`src/rtl/enc_pkg.sv`:
```
// Shared constants, the result record and a width helper for the priority encoder.
package enc_pkg;

    localparam int unsigned PRIO_FIXED = 0;
    localparam int unsigned PRIO_RR    = 1;

    // Result record is sized for the largest supported N; narrower instances zero-extend.
    localparam int unsigned MAX_N = 64;
    localparam int unsigned MAX_W = 6;

    typedef struct packed {
        logic             none;
        logic [MAX_W-1:0] idx;
        logic [MAX_N-1:0] onehot;
    } enc_result_t;

    function automatic int unsigned clog2(input int unsigned n);
        int unsigned r;
        r = 0;
        for (int unsigned v = n - 1; v > 0; v = v >> 1) begin
            r++;
        end
        return r;
    endfunction

endpackage

```
`src/rtl/prio_encoder_rr_if.sv`:
```
// Request/result handshake bundle between a request source and the priority encoder.
interface prio_encoder_rr_if #(
    parameter int unsigned N = 8
);
    localparam int unsigned W = enc_pkg::clog2(N);

    logic [N-1:0] req;
    logic         in_valid;
    logic         in_ready;
    logic         out_valid;
    logic         out_ready;
    logic [W-1:0] out_idx;
    logic [N-1:0] out_onehot;
    logic         out_none;

    modport master (
        output req, in_valid, out_ready,
        input  in_ready, out_valid, out_idx, out_onehot, out_none
    );

    modport slave (
        input  req, in_valid, out_ready,
        output in_ready, out_valid, out_idx, out_onehot, out_none
    );

endinterface

```
`src/rtl/prio_find.sv`:
```
// Combinational search for the first set request starting at a pointer, with wrap-around.
module prio_find #(
    parameter int unsigned N       = 8,
    parameter int unsigned W       = 3,
    parameter bit          DESCEND = 1'b0
) (
    input  logic [N-1:0] req,
    input  logic [W-1:0] start,
    output logic [W-1:0] idx,
    output logic [N-1:0] onehot,
    output logic         none
);

    logic [N-1:0] rot;
    logic [W-1:0] pos;

    // Rotate so that bit 0 of rot is req[start]; index arithmetic wraps at W bits.
    always_comb begin
        rot = '0;
        for (int unsigned i = 0; i < N; i++) begin
            rot[i] = req[W'(i) + start];
        end
    end

    // Last match in loop order wins, so iterate away from the preferred end.
    always_comb begin
        pos = '0;
        if (DESCEND) begin
            for (int unsigned i = 0; i < N; i++) begin
                if (rot[i]) pos = W'(i);
            end
        end else begin
            for (int i = int'(N) - 1; i >= 0; i--) begin
                if (rot[i]) pos = W'(i);
            end
        end
    end

    assign none   = ~|req;
    assign idx    = none ? '0 : pos + start;
    assign onehot = none ? '0 : (N'(1) << idx);

endmodule

```
`src/rtl/prio_encoder_rr.sv`:
```
// Registered N:log2(N) priority encoder with valid/ready on both sides, fixed or round-robin.
module prio_encoder_rr
    import enc_pkg::*;
#(
    parameter int unsigned N       = 8,
    parameter int unsigned RR_MODE = PRIO_FIXED
) (
    input logic              clk,
    input logic              rst,
    prio_encoder_rr_if.slave bus
);

    localparam int unsigned W = clog2(N);

    logic [W-1:0] ptr_q, ptr_d;
    logic         valid_q, valid_d;
    enc_result_t  res_q, res_d;

    logic [W-1:0] start;
    logic [W-1:0] find_idx;
    logic [N-1:0] find_onehot;
    logic         find_none;
    logic         accept;
    logic         pop;

    assign start = (RR_MODE == PRIO_RR) ? ptr_q : '0;

    prio_find #(
        .N       (N),
        .W       (W),
        .DESCEND (RR_MODE == PRIO_FIXED)
    ) u_find (
        .req    (bus.req),
        .start  (start),
        .idx    (find_idx),
        .onehot (find_onehot),
        .none   (find_none)
    );

    assign bus.in_ready = !valid_q || bus.out_ready;
    assign accept       = bus.in_valid && bus.in_ready;
    assign pop          = valid_q && bus.out_ready;

    always_comb begin
        valid_d = valid_q;
        res_d   = res_q;
        ptr_d   = ptr_q;
        if (accept) begin
            valid_d      = 1'b1;
            res_d.none   = find_none;
            res_d.idx    = MAX_W'(find_idx);
            res_d.onehot = MAX_N'(find_onehot);
            if (RR_MODE == PRIO_RR && !find_none) begin
                ptr_d = find_idx + W'(1);
            end
        end else if (pop) begin
            // Fields hold their last values after a pop.
            valid_d = 1'b0;
        end
    end

    always_ff @(posedge clk) begin
        if (rst) begin
            valid_q <= 1'b0;
            res_q   <= '0;
            ptr_q   <= '0;
        end else begin
            valid_q <= valid_d;
            res_q   <= res_d;
            ptr_q   <= ptr_d;
        end
    end

    assign bus.out_valid  = valid_q;
    assign bus.out_idx    = res_q.idx[W-1:0];
    assign bus.out_onehot = res_q.onehot[N-1:0];
    assign bus.out_none   = res_q.none;

    // Upper record bits stay zero for N < MAX_N.
    logic unused_res;
    assign unused_res = ^{res_q.idx, res_q.onehot};

endmodule

```
`src/flat_wrapper.sv`:
```
// flat-port wrapper written by rule: the top's interface ports become plain ports
module prio_encoder_rr_flat import enc_pkg::*;
#(
    parameter int unsigned N       = 8,
    parameter int unsigned RR_MODE = PRIO_FIXED
)
  (clk, rst, bus_req, bus_in_valid, bus_out_ready, bus_in_ready, bus_out_valid, bus_out_idx, bus_out_onehot, bus_out_none);
  prio_encoder_rr_if #(.N(N)) bus_i ();
  input logic clk;
  input logic rst;
  input wire logic [$bits(bus_i.req)-1:0] bus_req;
  input wire logic [$bits(bus_i.in_valid)-1:0] bus_in_valid;
  input wire logic [$bits(bus_i.out_ready)-1:0] bus_out_ready;
  output wire logic [$bits(bus_i.in_ready)-1:0] bus_in_ready;
  output wire logic [$bits(bus_i.out_valid)-1:0] bus_out_valid;
  output wire logic [$bits(bus_i.out_idx)-1:0] bus_out_idx;
  output wire logic [$bits(bus_i.out_onehot)-1:0] bus_out_onehot;
  output wire logic [$bits(bus_i.out_none)-1:0] bus_out_none;
  assign bus_i.req = bus_req;
  assign bus_i.in_valid = bus_in_valid;
  assign bus_i.out_ready = bus_out_ready;
  assign bus_in_ready = bus_i.in_ready;
  assign bus_out_valid = bus_i.out_valid;
  assign bus_out_idx = bus_i.out_idx;
  assign bus_out_onehot = bus_i.out_onehot;
  assign bus_out_none = bus_i.out_none;
  prio_encoder_rr #(.N(N), .RR_MODE(RR_MODE)) u_core (.clk(clk), .rst(rst), .bus(bus_i));
endmodule
```
`config.mk`:
```
export PLATFORM = sky130hd
export DESIGN_NAME = prio_encoder_rr_flat
export DESIGN_NICKNAME = d
export VERILOG_FILES = /design/src/rtl/enc_pkg.sv /design/src/rtl/prio_encoder_rr_if.sv /design/src/rtl/prio_find.sv /design/src/rtl/prio_encoder_rr.sv /design/src/flat_wrapper.sv
export SDC_FILE = /design/constraint.sdc
export NUM_CORES = 1
export LEC_CHECK = 0
export ABC_AREA = 1
export CORE_MARGIN = 2
export CORE_UTILIZATION = 36
export CTS_CLUSTER_SIZE = 25
export DETAILED_ROUTE_END_ITERATION = 7
export PLACE_DENSITY = 0.73
export SYNTH_ARGS = -nofsm -noshare
export SYNTH_HDL_FRONTEND = slang
export SYNTH_SLANG_ARGS = --single-unit
```
`constraint.sdc`:
```
create_clock -name clk -period 1 [get_ports clk]
set_input_delay 0.15 -clock clk [delete_from_list [all_inputs] [get_ports clk]]
set_output_delay 0.15 -clock clk [all_outputs]
set_load 0.02 [all_outputs]
```
* Word level (Yosys, flattened, before mapping)
Index checks and enable logic that the tools add are counted.
Word-level totals: logic and storage cells 23, output and inout port bits 14, register bits after elaboration 13
Cells by class: shifts and indexed selects 1, reduce and logical (&&, ||, !) cells 7, muxes and demuxes 11
Operators with widths (number):
- $mux 3 | 7
- $mux 8 | 1
- $reduce_or 8->1 | 1
- $shl 1x3->8 const A | 1
- $mux 1 | 3
- $logic_and 1x1->1 | 2
- $logic_not 1->1 | 2
- $reduce_bool 2->1 | 1
- $logic_or 1x1->1 | 1

* Longest topological paths before layout
depth after elaboration 10, depth in mapped cells 9, mapped depth without buffers 9

* By module
A second synthesis with hierarchy kept.
Unflattened totals: cells, all modules 212, area, all modules 1318.8 sq um
By module, submodules not included:
- prio_find | instances 1, cells each 127, area an instance 663.1 sq um, seq. area each 0.0 sq um
- prio_encoder_rr | instances 1, cells each 85, area an instance 655.6 sq um, seq. area each 260.2 sq um

* Worst setup path after synthesis
OpenSTA, ideal clock, no wires.
path kind register to register, start register u_core.valid_q (netlist: u_core.bus.out_valid), end register u_core.res_q (netlist bit u_core.bus.out_onehot[0]), arrival time 1.156 ns, setup time 0.070 ns, stages on the path, launching flop included 6, slack -0.227 ns, data required time 0.930 ns, clock period less this slack 1.227 ns, path through dfxtp_1 nand2_1 nand2_1 buf_4 nand2_1 a21oi_1
On the way: word-level cells in the longest chain between the ends 3
Ends and longest elaborated chain:
- from (decl) | RTL line prio_encoder_rr.sv:16 | logic valid_q, valid_d;
- from (signal assigned) | RTL line prio_encoder_rr.sv:68 | valid_q <= valid_d;
- $logic_not 1->1 | RTL line prio_encoder_rr.sv:40 | assign bus.in_ready = !valid_q || bus.out_ready;
- $logic_or 1x1->1 | RTL line prio_encoder_rr.sv:40
- named net bus_in_ready | RTL line flat_wrapper.sv:14 | output wire logic [$bits(bus_i.in_ready)-1:0] bus_in_ready;
- $logic_and 1x1->1 | RTL line prio_encoder_rr.sv:41 | assign accept = bus.in_valid && bus.in_ready;
- to (signal assigned) | RTL line prio_encoder_rr.sv:69 | res_q <= res_d;
- to (decl) | RTL line prio_encoder_rr.sv:17 | enc_result_t res_q, res_d;
The timed path passes the listed nets, and every way through them passes these cells. A chain may end at the register's enable or synchronous reset.

* Final worst setup path
start register u_core.valid_q (netlist: u_core.bus.out_valid), end register u_core.res_q (netlist bit u_core.bus.out_onehot[0])
On the way: word-level cells in the longest chain between the ends 3
Ends and longest elaborated chain (RTL line):
- $logic_not 1->1 | prio_encoder_rr.sv:40
- $logic_or 1x1->1 | prio_encoder_rr.sv:40
- $logic_and 1x1->1 | prio_encoder_rr.sv:41
Every way passes these cells.

==> flow_metrics.env <==
export IMPL_required_ns=1.21
export IMPL_worstPathArrival_ns=1.32
export IMPL_endpoint_kind="flop"
export IMPL_drt_iter0_markers=1
export IMPL_postCtsHoldBufs=0
export IMPL_vdd_drop_max_mv=0.701
export IMPL_path_delay_family="flip-flops"
export IMPL_layout_commonest_cell="nand2_1"
export IMPL_syn_inst=83
export IMPL_dp_cells=136
export IMPL_dr_total_vias=669
export IMPL_hold_ws_ns=0.293
export IMPL_final_cell_mix="nand2_1 (17), buf_4 (14), buf_2 (13)"
export IMPL_die_h_um=44.9
export IMPL_post_drt_via_cell_ratio=4.71
export IMPL_synth_top_area_cell="dfxtp_1"
export IMPL_cp_max_fo=3
export IMPL_portBuffers=25
export IMPL_start_util_pct=39.1
export IMPL_layoutNonFillerInstCount=142
export IMPL_fmax_mhz=901
export IMPL_final_setup_tns_ns=-0.597
export IMPL_synth_area_leaders="dfxtp_1 (43%), nand2_1 (12%), a21oi_1 (9.1%)"
export IMPL_period_needed_ns=1.11
export IMPL_tightest_slew_ns=0.197
export IMPL_setup_viol=8
export IMPL_clock_sinks=13
export IMPL_die_area_um2=2020
export IMPL_syn2layout_area_growth_pct=63.7
export IMPL_leakage_uw=0.000504
export IMPL_fill_cells=148
export IMPL_clk_path_buf_depth=2
export IMPL_diodes=0
export IMPL_core_area_um2=1540
export IMPL_maxCapViolCount=0
export IMPL_antenna_found_initial=0
export IMPL_ios=26
export IMPL_cts_buffers=3
export IMPL_drc=0
export IMPL_power_uw=1140
export IMPL_fp_dieW_um=44.9
export IMPL_cp_num_buf_inv=1
export IMPL_ant_nets=0
export IMPL_netlist_area_um2=603
export IMPL_grt_use_total_pct=16.8
export IMPL_cp_slowest_stage_delay_ns=0.35
export IMPL_drive_gt1_share_pct=42.1
export IMPL_avgSynthCellArea_um2=7.27
export IMPL_cp_slowest_cell="dfxtp_2"
export IMPL_grt_max_degree=9
export IMPL_synthesis_nets=95
export IMPL_grt_pass1_vias=639
export IMPL_worstHoldPathType="in -> reg"
export IMPL_cp_startpoint="u_core.bus.out_valid$_SDFFE_PP0P_"
export IMPL_dp_hpwl_um=1140
export IMPL_fp_row_count=14
export IMPL_setup_ws_ns=-0.110
export IMPL_fin_skew_ns=0.000504
export IMPL_clk_pin_slew_ns=0.07
export IMPL_r2r_start="u_core.bus.out_valid$_SDFFE_PP0P_"
export IMPL_power_density_nw_per_um2=1150
export IMPL_violations="negative setup slack"
export IMPL_first_pass_iters=4
export IMPL_grt_overflow=0
export IMPL_clock_latency_ns=0.27
export IMPL_crit_chain="buf_6, a21oi_4, nand2_2, nor2_4, nand4_1, a21oi_2"
export IMPL_min_from="bus_out_ready"
export IMPL_cts_tree="yes"
export IMPL_hold_violations=0
export IMPL_path_class="reg -> reg"
export IMPL_grt_pass1_wl_um=2480
export IMPL_h_tree_depth=1
export IMPL_maxSlewHeadroom_pct=86.8
export IMPL_synth_top_area_share_pct=43.2
export IMPL_place_congestion=0.818
export IMPL_rsz0062_at_grt="yes"
export IMPL_postRouteWirelength_um=1480
export IMPL_seq_area_frac_synth_pct=43.2
export IMPL_ys_ff_latch=13
export IMPL_cts_root_buf="clkbuf_4"
export IMPL_synth_cell_types=18
export IMPL_fin_nets=139
export IMPL_wl_per_cell_um=10.4
export IMPL_finalCritPeriodShare_pct=111
export IMPL_start_kind="flop"
export IMPL_slew_violations=0
export IMPL_status="finished with violations"
export IMPL_yosysWarnings=0
## registers in the layout, indices dropped and copies added, names as in the netlist
register               count
u_core.bus.out_idx         3
u_core.bus.out_onehot      8
u_core.bus.out_none        1
u_core.bus.out_valid       1
## cell usage after synthesis
library cell  number
nor2_2             1
inv_2              1
dfxtp_1           13
a21oi_4            1
or2_2              1
nand4_1            4
nand2_2            2
nand3_1            4
nand2_1           19
buf_4              1
nand2_4            1
a21oi_1           11
inv_1             11
nor2_1             6
a21oi_2            1
clkbuf_1           1
nor2_4             1
o21ai_0            4
## stage by stage
stage                     setup WS, ns  area [µm²]  utilization [%]
after global routing            -0.170         987             64.0
final                           -0.110         987             64.0
after detailed placement        -0.498         976             63.3
after floorplan               -0.00339         612                -
after CTS                       -0.127         968             62.8
after global placement          -0.482         976             63.3
## metal layers
| layer | GRT usage (%) | part of all wire, % |
|---|---|---|
| met1 | 20.0 | 44 |
| met4 | 10.6 | 2.5 |
| met3 | 2.40 | 4.7 |
| met2 | 28.0 | 49 |
| met5 | 0 | 0 |
## where the power goes
part | internal, µW | switching (µW) | total [µW]
clock network | 155 | 164 | 318
logic | 120 | 147 | 267
registers | 540 | 11.9 | 552
total | 814 | 323 | 1140
## cells by family (layout without fill, tap and decap cells)
logic type / Yosys count / count (layout) / share of synthesized area (%)
compound gates: 17 / 17 / 16.6
buf+inv: 14 / 57 / 9.34
flops: 13 / 13 / 43.2
simple gates: 39 / 39 / 30.9
## worst paths after layout
check,to,slack [ns],depth (start not counted)
setup / recovery,u_core.bus.out_onehot[0]$_SDFFE_PP0P_,-0.11,6
hold / removal,u_core.bus.out_valid$_SDFFE_PP0P_,0.29,4
setup reg to reg,u_core.bus.out_onehot[0]$_SDFFE_PP0P_,-0.11,6
hold reg to reg,u_core.bus.out_onehot[2]$_SDFFE_PP0P_,0.46,2
## area by class of cell
type / instances / area [µm²] / area share (%)
Tap cell: 16 / 20.0 / 2.03
Timing Repair Buffer: 41 / 304 / 30.8
Multi-Input combinational cell: 56 / 328 / 33.2
Clock buffer: 4 / 26.3 / 2.66
Sequential cell: 13 / 262 / 26.5
Inverter: 12 / 47.5 / 4.82
## worst register-to-register path, delay by kind of cell, from the launching register on
kind,cells,cell delay [ns]
and+or+nand+nor,3,0.32
buffers and inverters,1,0.12
DFF,1,0.35
AOI/OAI and AO/OA,2,0.27
## what timing repair did
action,CTS,global route
endpoints found under the setup margin,26,12
pin swaps,14,1
resized for setup,76,3
setup buffers,1,1
No activity file was read; power rests on OpenSTA's default activity.
